--- config.mk ---
export PLATFORM = sky130hd
export DESIGN_NAME = sram_port_arbiter_flat
export DESIGN_NICKNAME = d
export VERILOG_FILES = /design/src/rtl/sram_port_arbiter_if.sv /design/src/rtl/sram_port_arbiter.sv /design/src/flat_wrapper.sv
export SDC_FILE = /design/constraint.sdc
export NUM_CORES = 1
export LEC_CHECK = 0
export BUFFER_PORTS_ARGS = -buffer_cell sky130_fd_sc_hd__buf_2
export CORE_MARGIN = 4
export CORE_UTILIZATION = 25
export CTS_BUF_LIST = sky130_fd_sc_hd__clkbuf_8
export DETAILED_ROUTE_END_ITERATION = 10
export PLACE_DENSITY = 0.61
export RECOVER_POWER = 25
export SKIP_LAST_GASP = 1
export SYNTH_ARGS = -nofsm -noshare
export SYNTH_HDL_FRONTEND = slang
export SYNTH_SLANG_ARGS = --single-unit
--- constraint.sdc ---
create_clock -name i_clk -period 2.2 [get_ports i_clk]
set_clock_uncertainty 0.1 [all_clocks]
set_input_delay 0.44 -clock i_clk [delete_from_list [all_inputs] [get_ports i_clk]]
set_output_delay 0.44 -clock i_clk [all_outputs]
set_load 0.02 [all_outputs]
--- src/rtl/sram_port_arbiter_if.sv ---
// Requester ports A/B and SRAM controller handshake bundle
// for the two-port round-robin SRAM arbiter.
interface sram_port_arbiter_if #(
  parameter int ADDR_W = 21,
  parameter int DATA_W = 16
);
  logic              a_req;
  logic              a_we;
  logic [ADDR_W-1:0] a_addr;
  logic [DATA_W-1:0] a_wdata;
  logic              a_ack;
  logic [DATA_W-1:0] a_rdata;
  logic              a_rvalid;
  logic              a_wdone;
  logic              a_err;

  logic              b_req;
  logic              b_we;
  logic [ADDR_W-1:0] b_addr;
  logic [DATA_W-1:0] b_wdata;
  logic              b_ack;
  logic [DATA_W-1:0] b_rdata;
  logic              b_rvalid;
  logic              b_wdone;
  logic              b_err;

  logic [ADDR_W-1:0] o_ctl_address;
  logic [DATA_W-1:0] o_ctl_data;
  logic              o_ctl_rd_strt;
  logic              o_ctl_wr_strt;
  logic [DATA_W-1:0] i_ctl_data;
  logic              i_ctl_data_valid;
  logic              i_ctl_wr_done;
  logic              i_ctl_busy;
  logic              o_arb_busy;

  modport master (
    output a_req, a_we, a_addr, a_wdata,
    input  a_ack, a_rdata, a_rvalid, a_wdone, a_err,
    output b_req, b_we, b_addr, b_wdata,
    input  b_ack, b_rdata, b_rvalid, b_wdone, b_err,
    input  o_ctl_address, o_ctl_data,
    input  o_ctl_rd_strt, o_ctl_wr_strt,
    output i_ctl_data, i_ctl_data_valid,
    output i_ctl_wr_done, i_ctl_busy,
    input  o_arb_busy
  );

  modport slave (
    input  a_req, a_we, a_addr, a_wdata,
    output a_ack, a_rdata, a_rvalid, a_wdone, a_err,
    input  b_req, b_we, b_addr, b_wdata,
    output b_ack, b_rdata, b_rvalid, b_wdone, b_err,
    output o_ctl_address, o_ctl_data,
    output o_ctl_rd_strt, o_ctl_wr_strt,
    input  i_ctl_data, i_ctl_data_valid,
    input  i_ctl_wr_done, i_ctl_busy,
    output o_arb_busy
  );
endinterface

--- src/rtl/sram_port_arbiter.sv ---
// Two-port round-robin arbiter in front of the SRAM controller,
// with a watchdog that aborts transactions that never complete.
module sram_port_arbiter #(
  parameter int ADDR_W      = 21,
  parameter int DATA_W      = 16,
  parameter int TIMEOUT_CYC = 4096
) (
  input logic                 i_clk,
  input logic                 reset,
  sram_port_arbiter_if.slave  bus
);
  localparam int CNT_W = $clog2(TIMEOUT_CYC);
  localparam logic [CNT_W-1:0] TMO_MAX = CNT_W'(TIMEOUT_CYC - 1);

  typedef enum logic [1:0] {IDLE, ISSUE, WAIT} state_t;

  state_t            state, state_n;
  logic              owner, owner_n;
  logic              last, last_n;
  logic              we, we_n;
  logic [ADDR_W-1:0] addr, addr_n;
  logic [DATA_W-1:0] wdata, wdata_n;
  logic              rd_strt, rd_n;
  logic              wr_strt, wr_n;
  logic [CNT_W-1:0]  cnt, cnt_n;
  logic              busy, busy_n;
  logic              a_ack, a_ack_n, b_ack, b_ack_n;
  logic              a_rv, a_rv_n, b_rv, b_rv_n;
  logic              a_wd, a_wd_n, b_wd, b_wd_n;
  logic              a_err, a_err_n, b_err, b_err_n;
  logic [DATA_W-1:0] a_rd, a_rd_n, b_rd, b_rd_n;
  logic [DATA_W-1:0] rsp_data;
  logic              pick_b, done, tmo;

  // last==1 means B was granted last, so A wins a tie
  assign pick_b = bus.b_req & (~bus.a_req | ~last);
  assign done   = we ? bus.i_ctl_wr_done : bus.i_ctl_data_valid;
  assign tmo    = (cnt == TMO_MAX);
  assign rsp_data = done ? bus.i_ctl_data : '0;

  always_comb begin
    state_n = state;
    owner_n = owner;
    last_n  = last;
    we_n    = we;
    addr_n  = addr;
    wdata_n = wdata;
    rd_n    = rd_strt;
    wr_n    = wr_strt;
    cnt_n   = cnt;
    a_ack_n = 1'b0;
    b_ack_n = 1'b0;
    a_rv_n  = 1'b0;
    b_rv_n  = 1'b0;
    a_wd_n  = 1'b0;
    b_wd_n  = 1'b0;
    a_err_n = 1'b0;
    b_err_n = 1'b0;
    a_rd_n  = a_rd;
    b_rd_n  = b_rd;
    unique case (state)
      IDLE: begin
        if (bus.a_req | bus.b_req) begin
          owner_n = pick_b;
          last_n  = pick_b;
          we_n    = pick_b ? bus.b_we : bus.a_we;
          addr_n  = pick_b ? bus.b_addr : bus.a_addr;
          wdata_n = pick_b ? bus.b_wdata : bus.a_wdata;
          rd_n    = ~we_n;
          wr_n    = we_n;
          cnt_n   = '0;
          a_ack_n = ~pick_b;
          b_ack_n = pick_b;
          state_n = ISSUE;
        end
      end
      ISSUE, WAIT: begin
        cnt_n = cnt + 1'b1;
        // completion beats a same-cycle timeout
        if (done | tmo) begin
          rd_n    = 1'b0;
          wr_n    = 1'b0;
          state_n = IDLE;
          if (!owner) begin
            a_wd_n  = we;
            a_rv_n  = ~we;
            a_err_n = ~done;
            if (!we) a_rd_n = rsp_data;
          end else begin
            b_wd_n  = we;
            b_rv_n  = ~we;
            b_err_n = ~done;
            if (!we) b_rd_n = rsp_data;
          end
        end else if (state == ISSUE && bus.i_ctl_busy) begin
          rd_n    = 1'b0;
          wr_n    = 1'b0;
          state_n = WAIT;
        end
      end
      default: state_n = IDLE;
    endcase
    busy_n = (state_n != IDLE);
  end

  always_ff @(posedge i_clk) begin
    if (reset) begin
      state   <= IDLE;
      owner   <= 1'b0;
      last    <= 1'b1;
      we      <= 1'b0;
      addr    <= '0;
      wdata   <= '0;
      rd_strt <= 1'b0;
      wr_strt <= 1'b0;
      cnt     <= '0;
      busy    <= 1'b0;
      a_ack   <= 1'b0;
      b_ack   <= 1'b0;
      a_rv    <= 1'b0;
      b_rv    <= 1'b0;
      a_wd    <= 1'b0;
      b_wd    <= 1'b0;
      a_err   <= 1'b0;
      b_err   <= 1'b0;
      a_rd    <= '0;
      b_rd    <= '0;
    end else begin
      state   <= state_n;
      owner   <= owner_n;
      last    <= last_n;
      we      <= we_n;
      addr    <= addr_n;
      wdata   <= wdata_n;
      rd_strt <= rd_n;
      wr_strt <= wr_n;
      cnt     <= cnt_n;
      busy    <= busy_n;
      a_ack   <= a_ack_n;
      b_ack   <= b_ack_n;
      a_rv    <= a_rv_n;
      b_rv    <= b_rv_n;
      a_wd    <= a_wd_n;
      b_wd    <= b_wd_n;
      a_err   <= a_err_n;
      b_err   <= b_err_n;
      a_rd    <= a_rd_n;
      b_rd    <= b_rd_n;
    end
  end

  assign bus.a_ack         = a_ack;
  assign bus.b_ack         = b_ack;
  assign bus.a_rvalid      = a_rv;
  assign bus.b_rvalid      = b_rv;
  assign bus.a_wdone       = a_wd;
  assign bus.b_wdone       = b_wd;
  assign bus.a_err         = a_err;
  assign bus.b_err         = b_err;
  assign bus.a_rdata       = a_rd;
  assign bus.b_rdata       = b_rd;
  assign bus.o_ctl_address = addr;
  assign bus.o_ctl_data    = wdata;
  assign bus.o_ctl_rd_strt = rd_strt;
  assign bus.o_ctl_wr_strt = wr_strt;
  assign bus.o_arb_busy    = busy;
endmodule

--- src/flat_wrapper.sv ---
// flat-port wrapper written by rule: the top's interface ports become plain ports
module sram_port_arbiter_flat 
#(
  parameter int ADDR_W      = 21,
  parameter int DATA_W      = 16,
  parameter int TIMEOUT_CYC = 4096
)
  (i_clk, reset, bus_a_req, bus_a_we, bus_a_addr, bus_a_wdata, bus_a_ack, bus_a_rdata, bus_a_rvalid, bus_a_wdone, bus_a_err, bus_b_req, bus_b_we, bus_b_addr, bus_b_wdata, bus_b_ack, bus_b_rdata, bus_b_rvalid, bus_b_wdone, bus_b_err, bus_o_ctl_address, bus_o_ctl_data, bus_o_ctl_rd_strt, bus_o_ctl_wr_strt, bus_i_ctl_data, bus_i_ctl_data_valid, bus_i_ctl_wr_done, bus_i_ctl_busy, bus_o_arb_busy);
  sram_port_arbiter_if #(.ADDR_W(ADDR_W), .DATA_W(DATA_W)) bus_i ();
  input logic i_clk;
  input logic reset;
  input wire logic [$bits(bus_i.a_req)-1:0] bus_a_req;
  input wire logic [$bits(bus_i.a_we)-1:0] bus_a_we;
  input wire logic [$bits(bus_i.a_addr)-1:0] bus_a_addr;
  input wire logic [$bits(bus_i.a_wdata)-1:0] bus_a_wdata;
  output wire logic [$bits(bus_i.a_ack)-1:0] bus_a_ack;
  output wire logic [$bits(bus_i.a_rdata)-1:0] bus_a_rdata;
  output wire logic [$bits(bus_i.a_rvalid)-1:0] bus_a_rvalid;
  output wire logic [$bits(bus_i.a_wdone)-1:0] bus_a_wdone;
  output wire logic [$bits(bus_i.a_err)-1:0] bus_a_err;
  input wire logic [$bits(bus_i.b_req)-1:0] bus_b_req;
  input wire logic [$bits(bus_i.b_we)-1:0] bus_b_we;
  input wire logic [$bits(bus_i.b_addr)-1:0] bus_b_addr;
  input wire logic [$bits(bus_i.b_wdata)-1:0] bus_b_wdata;
  output wire logic [$bits(bus_i.b_ack)-1:0] bus_b_ack;
  output wire logic [$bits(bus_i.b_rdata)-1:0] bus_b_rdata;
  output wire logic [$bits(bus_i.b_rvalid)-1:0] bus_b_rvalid;
  output wire logic [$bits(bus_i.b_wdone)-1:0] bus_b_wdone;
  output wire logic [$bits(bus_i.b_err)-1:0] bus_b_err;
  output wire logic [$bits(bus_i.o_ctl_address)-1:0] bus_o_ctl_address;
  output wire logic [$bits(bus_i.o_ctl_data)-1:0] bus_o_ctl_data;
  output wire logic [$bits(bus_i.o_ctl_rd_strt)-1:0] bus_o_ctl_rd_strt;
  output wire logic [$bits(bus_i.o_ctl_wr_strt)-1:0] bus_o_ctl_wr_strt;
  input wire logic [$bits(bus_i.i_ctl_data)-1:0] bus_i_ctl_data;
  input wire logic [$bits(bus_i.i_ctl_data_valid)-1:0] bus_i_ctl_data_valid;
  input wire logic [$bits(bus_i.i_ctl_wr_done)-1:0] bus_i_ctl_wr_done;
  input wire logic [$bits(bus_i.i_ctl_busy)-1:0] bus_i_ctl_busy;
  output wire logic [$bits(bus_i.o_arb_busy)-1:0] bus_o_arb_busy;
  assign bus_i.a_req = bus_a_req;
  assign bus_i.a_we = bus_a_we;
  assign bus_i.a_addr = bus_a_addr;
  assign bus_i.a_wdata = bus_a_wdata;
  assign bus_a_ack = bus_i.a_ack;
  assign bus_a_rdata = bus_i.a_rdata;
  assign bus_a_rvalid = bus_i.a_rvalid;
  assign bus_a_wdone = bus_i.a_wdone;
  assign bus_a_err = bus_i.a_err;
  assign bus_i.b_req = bus_b_req;
  assign bus_i.b_we = bus_b_we;
  assign bus_i.b_addr = bus_b_addr;
  assign bus_i.b_wdata = bus_b_wdata;
  assign bus_b_ack = bus_i.b_ack;
  assign bus_b_rdata = bus_i.b_rdata;
  assign bus_b_rvalid = bus_i.b_rvalid;
  assign bus_b_wdone = bus_i.b_wdone;
  assign bus_b_err = bus_i.b_err;
  assign bus_o_ctl_address = bus_i.o_ctl_address;
  assign bus_o_ctl_data = bus_i.o_ctl_data;
  assign bus_o_ctl_rd_strt = bus_i.o_ctl_rd_strt;
  assign bus_o_ctl_wr_strt = bus_i.o_ctl_wr_strt;
  assign bus_i.i_ctl_data = bus_i_ctl_data;
  assign bus_i.i_ctl_data_valid = bus_i_ctl_data_valid;
  assign bus_i.i_ctl_wr_done = bus_i_ctl_wr_done;
  assign bus_i.i_ctl_busy = bus_i_ctl_busy;
  assign bus_o_arb_busy = bus_i.o_arb_busy;
  sram_port_arbiter #(.ADDR_W(ADDR_W), .DATA_W(DATA_W), .TIMEOUT_CYC(TIMEOUT_CYC)) u_core (.i_clk(i_clk), .reset(reset), .bus(bus_i));
endmodule
Word-level counts from Yosys, hierarchy flattened:

Cells that the tools add are included.

* bits in registers: 97
* input port bits: 99
* output and inout bits: 80
* word-level logic and storage cells: 71

* add/subtract/negate cells: 1
* equal/unequal tests: 5
* multiplexer cells: 17
* bitwise logic cells: 15
* reduce and logical (&&, ||, !) cells: 13

Operators by type and width (number)
* $mux 16: 2
* $pmux 12 s2: 1
* $mux 21: 1
* $add 12x1->12 const B: 1
* $eq 12x12->1 const B: 1
* $mux 12: 1
* $not 1->1: 11
* $reduce_and 4->1: 2
* $reduce_or 4->1: 2
* $mux 1: 6
* $mux 2: 3
* $pmux 1 s2: 2
* $pmux 2 s2: 1
* $reduce_and 2->1: 2
* $reduce_bool 2->1: 2
* $ne 3x1->1 const B: 1
* $or 1x1->1: 3
* $reduce_and 3->1: 1
* $reduce_or 3->1: 1
* $eq 2x1->1 const B: 1
* $eq 2x2->1 const B: 1
* $logic_not 2->1: 1
* $ne 2x1->1 const B: 1
* $reduce_or 2->1: 1
* 2 further kinds: 2

Logic depth before layout (Yosys ltp):

Gate-level depths: netlist (run 1).

* depth in word-level cells: 7
* depth in mapped cells: 9
* gate-level depth less buffers: 6

Least setup slack after synthesis (run 1):

Ideal clock, no wire load.

* kind: register -> register
* from: reg u_core.state[0]
* to: reg u_core.cnt[11]
* setup time: 0.059 ns
* data arrival time: 1.931 ns
* required time: 2.041 ns
* path slack: 0.110 ns
* cell stages (with the launch flop): 7
* path buffers: 0
* clock period less this slack: 2.090 ns
* cell sequence: dfxtp_1 -> inv_1 -> ha_1 -> nor3b_2 -> or4_4 -> or4_1 -> nand2_1

* word-level cells in the longest chain between the ends: 4
* elaborated cells between the ends (all ways): 8
* classes of those cells: 3 x eq/ne; 1 x mux; 4 x reduce/logical

Ends and longest elaborated chain
* from (decl): line sram_port_arbiter.sv:17 `state_t state, state_n;`
* from (signal assigned): line sram_port_arbiter.sv:129 `state <= state_n;`
* $eq 2x2->1 / $eq 2x1->1 (equally long branches): line sram_port_arbiter.sv:61 `unique case (state)`
* $reduce_or 2->1: line sram_port_arbiter.sv:61
* $reduce_bool 2->1 (no source line)
* $reduce_and 2->1 (no source line)
* to (signal assigned): line sram_port_arbiter.sv:137 `cnt <= cnt_n;`
* to (decl): line sram_port_arbiter.sv:25 `logic [CNT_W-1:0] cnt, cnt_n;`

Parallel ways exist; a longest one is shown, timed or not.
A chain may end at the register's enable or synchronous reset.

Worst setup path after layout (run 1):

* from: reg u_core.state[1]
* to: reg u_core.cnt[11]

The elaborated chain is that of the path after synthesis.

==> results.toml, run 1 <==
[status]
status = "finished, final reports clean"

[cts]
cts_tree = "done"
cts_hold_buf = 0
clock_tree.root_cell = "clkbuf_8"
cts_sinks = 97
path_clk_slew_ns = 0.11
clock_latency_ns = 0.37
clk_path_buf_depth = 2
htreeDepth = 3
cts_made_buffers = 9
post_cts_buffers = 0

[synth]
synthTopCellsByArea = "dfxtp_1 48%, mux2i_1 9.5%, a211oi_1 7.1%, nor2_1 5.2%, a21oi_1 4.7%"
ys_ff_latch = 97
yosysWarningCount = 0
synth_cell_types = 47
synth_compound_area_frac = 0.1932
yosys.area_share.simple = 0.1646
yosys.area.top_type = "dfxtp_1"
syn_area_um2 = 4021
synth.most_common_cell = "dfxtp_1"
yosysTopAreaCellShare = 0.4829
synthMuxAreaShare = 0.09459
ys.flop_type = "dfxtp_1"
ys_top_cells_by_count = "97 x dfxtp_1, 56 x nor2_1, 45 x nand2_1"
synth_top_family_by_area = "compound AO/OA/AOI/OAI gates"
synth_xor_area_frac = 0.01525
seq_area_frac_synth = 0.4829
synth_edf_count = 0
synthAdderAreaFrac = 0.01245
synth_area_per_cell_um2 = 8.936
synthesis.nets = 553
syn_inst = 450
synthArstFlopShare = 0

[drt]
drc = 0
firstDrtPassIters = 4
drt_iter0_drc = 136
via_count = 3736
wl_per_cell_um = 13.79
drtAntennaViolNets = 0
drt_wl_total_um = 11710
viasPerCell = 4.400

[hold_path]
hp-class = "in2reg"

[global_routing]
grt_usage = 0.1279
overflow = 0
grt_antenna_before_repair = 0
grt_max_degree = 74
first_global_vias = 3536
grt_pass1_wl_um = 18360

[setup_path]
critPathLaunchType = "flip-flop"
worstSetupPathType = "reg2reg"
worstPathArrival_ns = 2.28
end_kind = "flip-flop"
worstPathRequired_ns = 2.43
worstPathMaxFanout = 4

[timing]
period_needed_ns = 2.050
worst_hold_slack_ns = 0.1936
tns_ns = 0
worst_slew_pin_slew_ns = 0.3233
slew_headroom = 0.7783
fmax_ghz = 0.4878
grt_setup_unrepaired = "false"
post-route-period-util = 0.9319
setup_viol = 0
hold_viol = 0
drv_slew = 0

[cells_and_area]
fin_util = 0.3394
finish.instance_area_um2 = 5371
area_growth_pct = 33.57
nNetsFinal = 732
diodes = 0
drive_gt1_frac = 0.2844

[job]
max_cap_violations = 0

[floorplan]
dieArea_um2 = 18180
initial_utilization = 0.2541
pin_count = 179
die_h_um = 134.8
num_rows = 46
core_um2 = 15830
die_x_um = 134.8

[placement]
numPortBuffers = 178
placed_area_um2 = 5259
gp_congestion = 0.7735
dp_hpwl_um = 8766

[pwr]
power_leakage_uw = 0.002190
vdd_drop_max_mv = 0.3306
pwr_density_cell_nw_per_um2 = 954.0
==> cells by family (layout without fill, tap and decap cells) <==
logic type	count (synthesis)	after routing
AO/OA/AOI/OAI	127	127
buffers and inverters	37	220
AND/OR/NAND/NOR	140	140
adder cells (fa/ha/maj)	4	4
XOR/XNOR	7	7
multiplexers	38	38
flip-flops	97	97
==> final timing paths <==
path         depth (start not counted)                                 end  slack (ns)                          startpoint
min reg2reg                          2  u_core.bus.a_rdata[1]$_SDFFE_PP0P_        0.38  u_core.bus.a_rdata[1]$_SDFFE_PP0P_
max                                  6         u_core.cnt[11]$_SDFFE_PP0P_        0.15          u_core.state[1]$_SDFF_PP0_
max reg2reg                          6         u_core.cnt[11]$_SDFFE_PP0P_        0.15          u_core.state[1]$_SDFF_PP0_
min                                  3  u_core.bus.a_rdata[9]$_SDFFE_PP0P_        0.19                   bus_i_ctl_data[9]
==> worst max-delay path, cell delays in order, from the launching register on <==
cell and delay (ns):
dfxtp_1 0.36, inv_1 0.08, ha_1 0.22, nor3b_2 0.17, or4_4 0.52, or4_1 0.47, nand2_1 0.07
==> sequential cells by signal, indices dropped and copies added, names as in the netlist, 2 cells and up <==
name                      count
u_core.bus.b_rdata           16
u_core.cnt                   12
u_core.state                  2
u_core.bus.o_ctl_address     21
u_core.bus.o_ctl_data        16
u_core.bus.a_rdata           16
==> cells in the final DEF (no fill, tap or decap), types with 9 or more instances in the layout <==
cell | netlist | layout
buf_2 | 5 | 136
clkbuf_8 | 0 | 9
o21ai_0 | 32 | 32
dfxtp_1 | 97 | 96
a21oi_1 | 38 | 38
clkbuf_1 | 26 | 43
buf_4 | 1 | 20
mux2i_1 | 38 | 38
nor2_1 | 56 | 56
nand2_1 | 45 | 45
a211oi_1 | 38 | 38
==> where the power goes <==
group	internal [µW]	leakage [µW]	switching (µW)
sequential	2050	0.000795	162
combinational	658	0.00131	1170
clock	411	0.0000848	666
==> cell type report <==
class / instances / area, µm²
well taps: 216 / 270.3
clock inverters: 6 / 43.79
inverters: 4 / 15.01
flip-flops and latches: 97 / 1943
repair buffers: 201 / 1032
multi-input cells: 316 / 1943
fillers: 1705 / 10460
clock buffers: 9 / 123.9
==> through the flow <==
step                std cells  total power (µW)  setup WS [ns]
floorplan                 450              3443         0.1099
global placement          834              4141         0.1436
detailed placement        834              4151         0.1360
CTS                       849              5242         0.1089
global route              849              5523        0.05442
finish                    849              5124         0.1499
==> metal layers <==
layer | share of wire | routed length, µm | GRT usage
met1 | 0.47 | 5463 | 0.1698
met3 | 0.076 | 887 | 0.04173
met5 | 0 | 0 | 0
met4 | 0.012 | 140 | 0.04695
met2 | 0.45 | 5215 | 0.1943
==> timing repair <==
action / CTS / global route
hold endpoints to repair: 0 / 0
gates resized for setup: 0 / 1
endpoints found under the setup margin: 0 / 1
Note: power is estimated with default switching activity, not from simulation.
==> run 2, diff against run 1 <==
--- a/config.mk
+++ b/config.mk
@@ -5,12 +5,14 @@
 export SDC_FILE = /design/constraint.sdc
 export NUM_CORES = 1
 export LEC_CHECK = 0
-export BUFFER_PORTS_ARGS = -buffer_cell sky130_fd_sc_hd__buf_2
+export BUFFER_PORTS_ARGS = -buffer_cell sky130_fd_sc_hd__buf_4
+export CELL_PAD_IN_SITES_DETAIL_PLACEMENT = 1
+export CELL_PAD_IN_SITES_GLOBAL_PLACEMENT = 1
 export CORE_MARGIN = 4
 export CORE_UTILIZATION = 25
 export CTS_BUF_LIST = sky130_fd_sc_hd__clkbuf_8
 export DETAILED_ROUTE_END_ITERATION = 10
-export PLACE_DENSITY = 0.61
+export PLACE_DENSITY = 0.76
 export RECOVER_POWER = 25
 export SKIP_LAST_GASP = 1
 export SYNTH_ARGS = -nofsm -noshare
==> run 2 against run 1 <==
Against the previous run: first-iteration DRC count grew 29%; non-clock buffer count down 6; cell area is 5.9% higher; clock power rose by 6%.
==> results.toml, run 2 (synthesized netlist as in run 1, its figures left out) <==
[status]
status = "finished, final reports clean"

[drt]
viasPerCell = 4.725
drt_iter0_drc = 176
via_count = 3988
drc = 0
wl_per_cell_um = 15.88
firstDrtPassIters = 4
drt_wl_total_um = 13410
drtAntennaViolNets = 0

[placement]
numPortBuffers = 178
gp_congestion = 0.8527
dp_hpwl_um = 10400
place_inst = 828
placed_area_um2 = 5659

[cts]
cts_resized = 0
post_cts_buffers = 0
cts_hold_buf = 0
clock_latency_ns = 0.38
htreeDepth = 3
path_clk_slew_ns = 0.10
cts_sinks = 97
cts_made_buffers = 9
clk_path_buf_depth = 2
clock_tree.root_cell = "clkbuf_8"
cts_tree = "done"

[setup_path]
r2r-start = "u_core.state[1]$_SDFF_PP0_"
end_kind = "flip-flop"
r2r-end = "u_core.cnt[11]$_SDFFE_PP0P_"
worstPathRequired_ns = 2.43
r2r_setup_slack_ns = 0.1
r2r_cells = 7
worstPathMaxFanout = 7
worstPathArrival_ns = 2.33
critPathLaunchType = "flip-flop"
worstSetupPathType = "reg2reg"

[timing]
grt_setup_unrepaired = "false"
period_needed_ns = 2.103
slew_headroom = 0.6727
drv_slew = 0
tns_ns = 0
hold_viol = 0
fmax_ghz = 0.4755
setup_viol = 0
post-route-period-util = 0.9559
worst_slew_pin_slew_ns = 0.4773

[floorplan]
pin_count = 179
dieArea_um2 = 18180
num_rows = 46
die_h_um = 134.8
initial_utilization = 0.2541
die_x_um = 134.8
core_um2 = 15830

[cells_and_area]
final_cell_mix = "151 x buf_4, 96 x dfxtp_1, 56 x nor2_1"
largest_register_ffs = 21
mostFrequentLayoutCell = "buf_4"
diodes = 0
finish.instance_area_um2 = 5690
nNetsFinal = 726
drive_gt1_frac = 0.2803
stdcell_count = 844
area_growth_pct = 41.51

[global_routing]
grt_usage = 0.1496
grt_antenna_before_repair = 0
first_global_vias = 4334
overflow = 0
grt_max_degree = 63
grt_pass1_wl_um = 21740

[pwr]
power_leakage_uw = 0.002272
pwr_density_cell_nw_per_um2 = 938.7
vdd_drop_max_mv = 0.3379

[hold_path]
worstHoldStart = "bus_i_ctl_data[12]"
hp-class = "in2reg"
whs_path_depth = 3
hold-path-endpoint = "u_core.bus.b_rdata[12]$_SDFFE_PP0P_"

[job]
max_cap_violations = 0
## run 2: worst max path at each step
stage / from / to / slack [ns]
after floorplan: u_core.state[0]$_SDFF_PP0_ / u_core.cnt[11]$_SDFFE_PP0P_ / 0.11
after global placement: u_core.state[0]$_SDFF_PP0_ / u_core.cnt[11]$_SDFFE_PP0P_ / 0.17
after detailed placement: u_core.state[0]$_SDFF_PP0_ / u_core.cnt[11]$_SDFFE_PP0P_ / 0.13
after CTS: u_core.state[0]$_SDFF_PP0_ / u_core.cnt[11]$_SDFFE_PP0P_ / 0.10
after global routing: u_core.state[1]$_SDFF_PP0_ / u_core.cnt[11]$_SDFFE_PP0P_ / 0.02
final: u_core.state[1]$_SDFF_PP0_ / u_core.cnt[11]$_SDFFE_PP0P_ / 0.1
## run 2: through the flow
| stage | utilization | power, µW | hold WS, ns | setup slack [ns] |
|---|---|---|---|---|
| 6_report | 0.3595 | 5342 | 0.2071 | 0.09691 |
| 3_3_place_gp | 0.3575 | 4289 | 0.3639 | 0.1723 |
| 4_1_cts | 0.3694 | 5543 | 0.1788 | 0.1009 |
| 3_5_place_dp | 0.3575 | 4379 | 0.3801 | 0.1292 |
| 5_1_grt | 0.3595 | 5742 | 0.1903 | 0.01884 |
| 2_1_floorplan | - | 3443 | 0.3488 | 0.1099 |
## run 2: routing by layer
metal	vias up	GRT usage	share of wire
met5	-	0	0
met4	0	0.05826	0.023
met3	23	0.05104	0.083
met2	143	0.2596	0.49
met1	1871	0.1692	0.40
li1	1951	-	-
## run 2: worst max-delay path, stage by stage, from the launching register on
cell     delay [ns]
dfxtp_1        0.35
inv_1          0.12
ha_1           0.19
buf_4          0.15
or3b_4         0.41
a21o_1         0.18
or4_1          0.49
nand2_1        0.07
## run 2: report_power, final
group | total (µW) | internal, µW | switching (µW)
combinational | 1970 | 760 | 1210
sequential | 2230 | 2050 | 175
clock | 1140 | 459 | 684
total | 5340 | 3270 | 2070
## run 2: layout make-up
type | instances | area, µm²
clock buffer | 10 | 137.6
clock inverter | 6 | 50.05
fill | 1907 | 10140
inverter | 4 | 15.01
multi-input combinational | 316 | 1943
sequential | 97 | 1943
tap | 216 | 270.3
timing repair buffer | 195 | 1331
==> run 3, diff against run 2 <==
--- a/config.mk
+++ b/config.mk
@@ -8,10 +8,12 @@
 export BUFFER_PORTS_ARGS = -buffer_cell sky130_fd_sc_hd__buf_4
 export CELL_PAD_IN_SITES_DETAIL_PLACEMENT = 1
 export CELL_PAD_IN_SITES_GLOBAL_PLACEMENT = 1
-export CORE_MARGIN = 4
+export CORE_ASPECT_RATIO = 1.25
+export CORE_MARGIN = 1.5
 export CORE_UTILIZATION = 25
 export CTS_BUF_LIST = sky130_fd_sc_hd__clkbuf_8
 export DETAILED_ROUTE_END_ITERATION = 10
+export MAX_ROUTING_LAYER = met4
 export PLACE_DENSITY = 0.76
 export RECOVER_POWER = 25
 export SKIP_LAST_GASP = 1
==> run 3 against run 2 <==
Against the previous run: setup slack worse by 0.012 ns; routed wire length decreased by 1.0%; critical path depth down 1; non-clock buffer count fell by 1; cell area decreased by 0.40%; first-iteration DRC count shrank 3.4%; clock power shrank 4%; sequential share of layout area rose by 0.11 points; count of clock-buffer cells in the layout stayed put; power shrank 0.69%; worst hold slack worse by 0.0025 ns.
==> results.toml, run 3 (synthesized netlist as in run 1, its figures left out) <==
[global_routing]
grt_usage = 0.1662
use_met1 = 0.1740
grt_pass1_wl_um = 21030
overflow = 0
first_global_vias = 4274
grt_max_degree = 64
grt_antenna_before_repair = 0
grt_util_met3 = 0.03499
top_usage_layer = "met2"
grt_use_met2 = 0.3012

[floorplan]
core_um2 = 15630
die_h_um = 144.8
die_x_um = 116.4
num_rows = 51
initial_utilization = 0.2572
dieArea_um2 = 16860
pin_count = 179

[cts]
cts_hold_buf = 0
cts_resized = 0
cts_tree = "done"
clock_latency_ns = 0.38
path_clk_slew_ns = 0.11
htreeDepth = 3
cts_made_buffers = 9
cts_sinks = 97
post_cts_buffers = 0
clock_tree.root_cell = "clkbuf_8"
clk_path_buf_depth = 2

[setup_path]
worstSetupPathType = "reg2reg"
worstPathRequired_ns = 2.44
end_kind = "flip-flop"
critPathLaunchType = "flip-flop"
worstPathArrival_ns = 2.35
worstPathMaxFanout = 5

[cells_and_area]
largest_register_ffs = 21
finish.instance_area_um2 = 5668
nNetsFinal = 725
final_cell_mix = "149 x buf_4, 97 x dfxtp_1, 56 x nor2_1"
mostFrequentLayoutCell = "buf_4"
fin_util = 0.3625
drive_gt1_frac = 0.2748
area_growth_pct = 40.95
diodes = 0

[drt]
via_count = 4001
drtAntennaViolNets = 0
drt_iter0_drc = 170
drt_wl_total_um = 13270
drc = 0
wl_per_cell_um = 15.84
viasPerCell = 4.774
firstDrtPassIters = 5

[hold_path]
hp-class = "in2reg"

[timing]
worst_slew_pin_slew_ns = 0.4890
hold_viol = 0
drv_slew = 0
grt_setup_unrepaired = "false"
setup_viol = 0
tns_ns = 0
fmax_ghz = 0.4729
period_needed_ns = 2.115
post-route-period-util = 0.9613
slew_headroom = 0.6740

[pwr]
power_leakage_uw = 0.002254
pwr_density_cell_nw_per_um2 = 935.9
vdd_drop_max_mv = 0.3405
finalPower_uw = 5305

[job]
max_cap_violations = 0

[placement]
dp_hpwl_um = 10160
gp_congestion = 0.9451
numPortBuffers = 178
placed_area_um2 = 5647

[status]
status = "finished, final reports clean"
[run 3: changes by cell type in the layout (fill, tap and decap cells not counted)]
cell / before / now
buf_4: 151 / 149
inv_6: 2 / 0
clkbuf_1: 42 / 43
clkinv_8: 0 / 1
clkinvlp_4: 0 / 1
dfxtp_1: 96 / 97
dfxtp_2: 1 / 0
inv_8: 1 / 0
[run 3: path summary, 6_finish.rpt]
| check | startpoint | end | slack, ns | cells after the start |
|---|---|---|---|---|
| max reg2reg | u_core.state[0]$_SDFF_PP0_ | u_core.cnt[11]$_SDFFE_PP0P_ | 0.09 | 6 |
| min | bus_i_ctl_data[7] | u_core.bus.a_rdata[7]$_SDFFE_PP0P_ | 0.20 | 3 |
| max | u_core.state[0]$_SDFF_PP0_ | u_core.cnt[11]$_SDFFE_PP0P_ | 0.09 | 6 |
| min reg2reg | u_core.bus.a_rdata[14]$_SDFFE_PP0P_ | u_core.bus.a_rdata[14]$_SDFFE_PP0P_ | 0.38 | 2 |
[run 3: routing by layer]
metal / up-vias / share of wire
li1: 1941 / -
met1: 1894 / 0.39
met2: 147 / 0.53
met3: 19 / 0.066
met4: 0 / 0.017
met5: - / 0
[run 3: cell type report]
class / instances / area [µm²]
Timing Repair Buffer: 194 / 1320
Sequential cell: 97 / 1942
Tap cell: 212 / 265.3
Fill cell: 1897 / 9966
Clock inverter: 5 / 45.04
Inverter: 4 / 15.01
Multi-Input combinational cell: 316 / 1943
Clock buffer: 10 / 137.6
[run 3: worst max-delay path, cell delays in order (launching register included)]
cell and delay, ns:
dfxtp_1 0.40, inv_1 0.06, ha_1 0.25, nor3b_2 0.19
or4_4 0.53, or4_1 0.47, nand2_1 0.08
[run 3: stage by stage]
step                hold slack (ns)  instances  setup WS [ns]
finish                       0.2046        838        0.08518
global route                 0.1872        838       0.006673
CTS                          0.1786        838        0.08885
detailed placement           0.3726        823        0.08174
global placement             0.3632        823         0.1252
floorplan                    0.3488        450         0.1099
[run 3: report_power, final]
| part | leakage (µW) | internal [µW] | switching (µW) |
|---|---|---|---|
| registers | 0.000794 | 2050 | 172 |
| logic | 0.00137 | 760 | 1230 |
| clock network | 0.0000925 | 445 | 650 |
| total | 0.00225 | 3260 | 2050 |
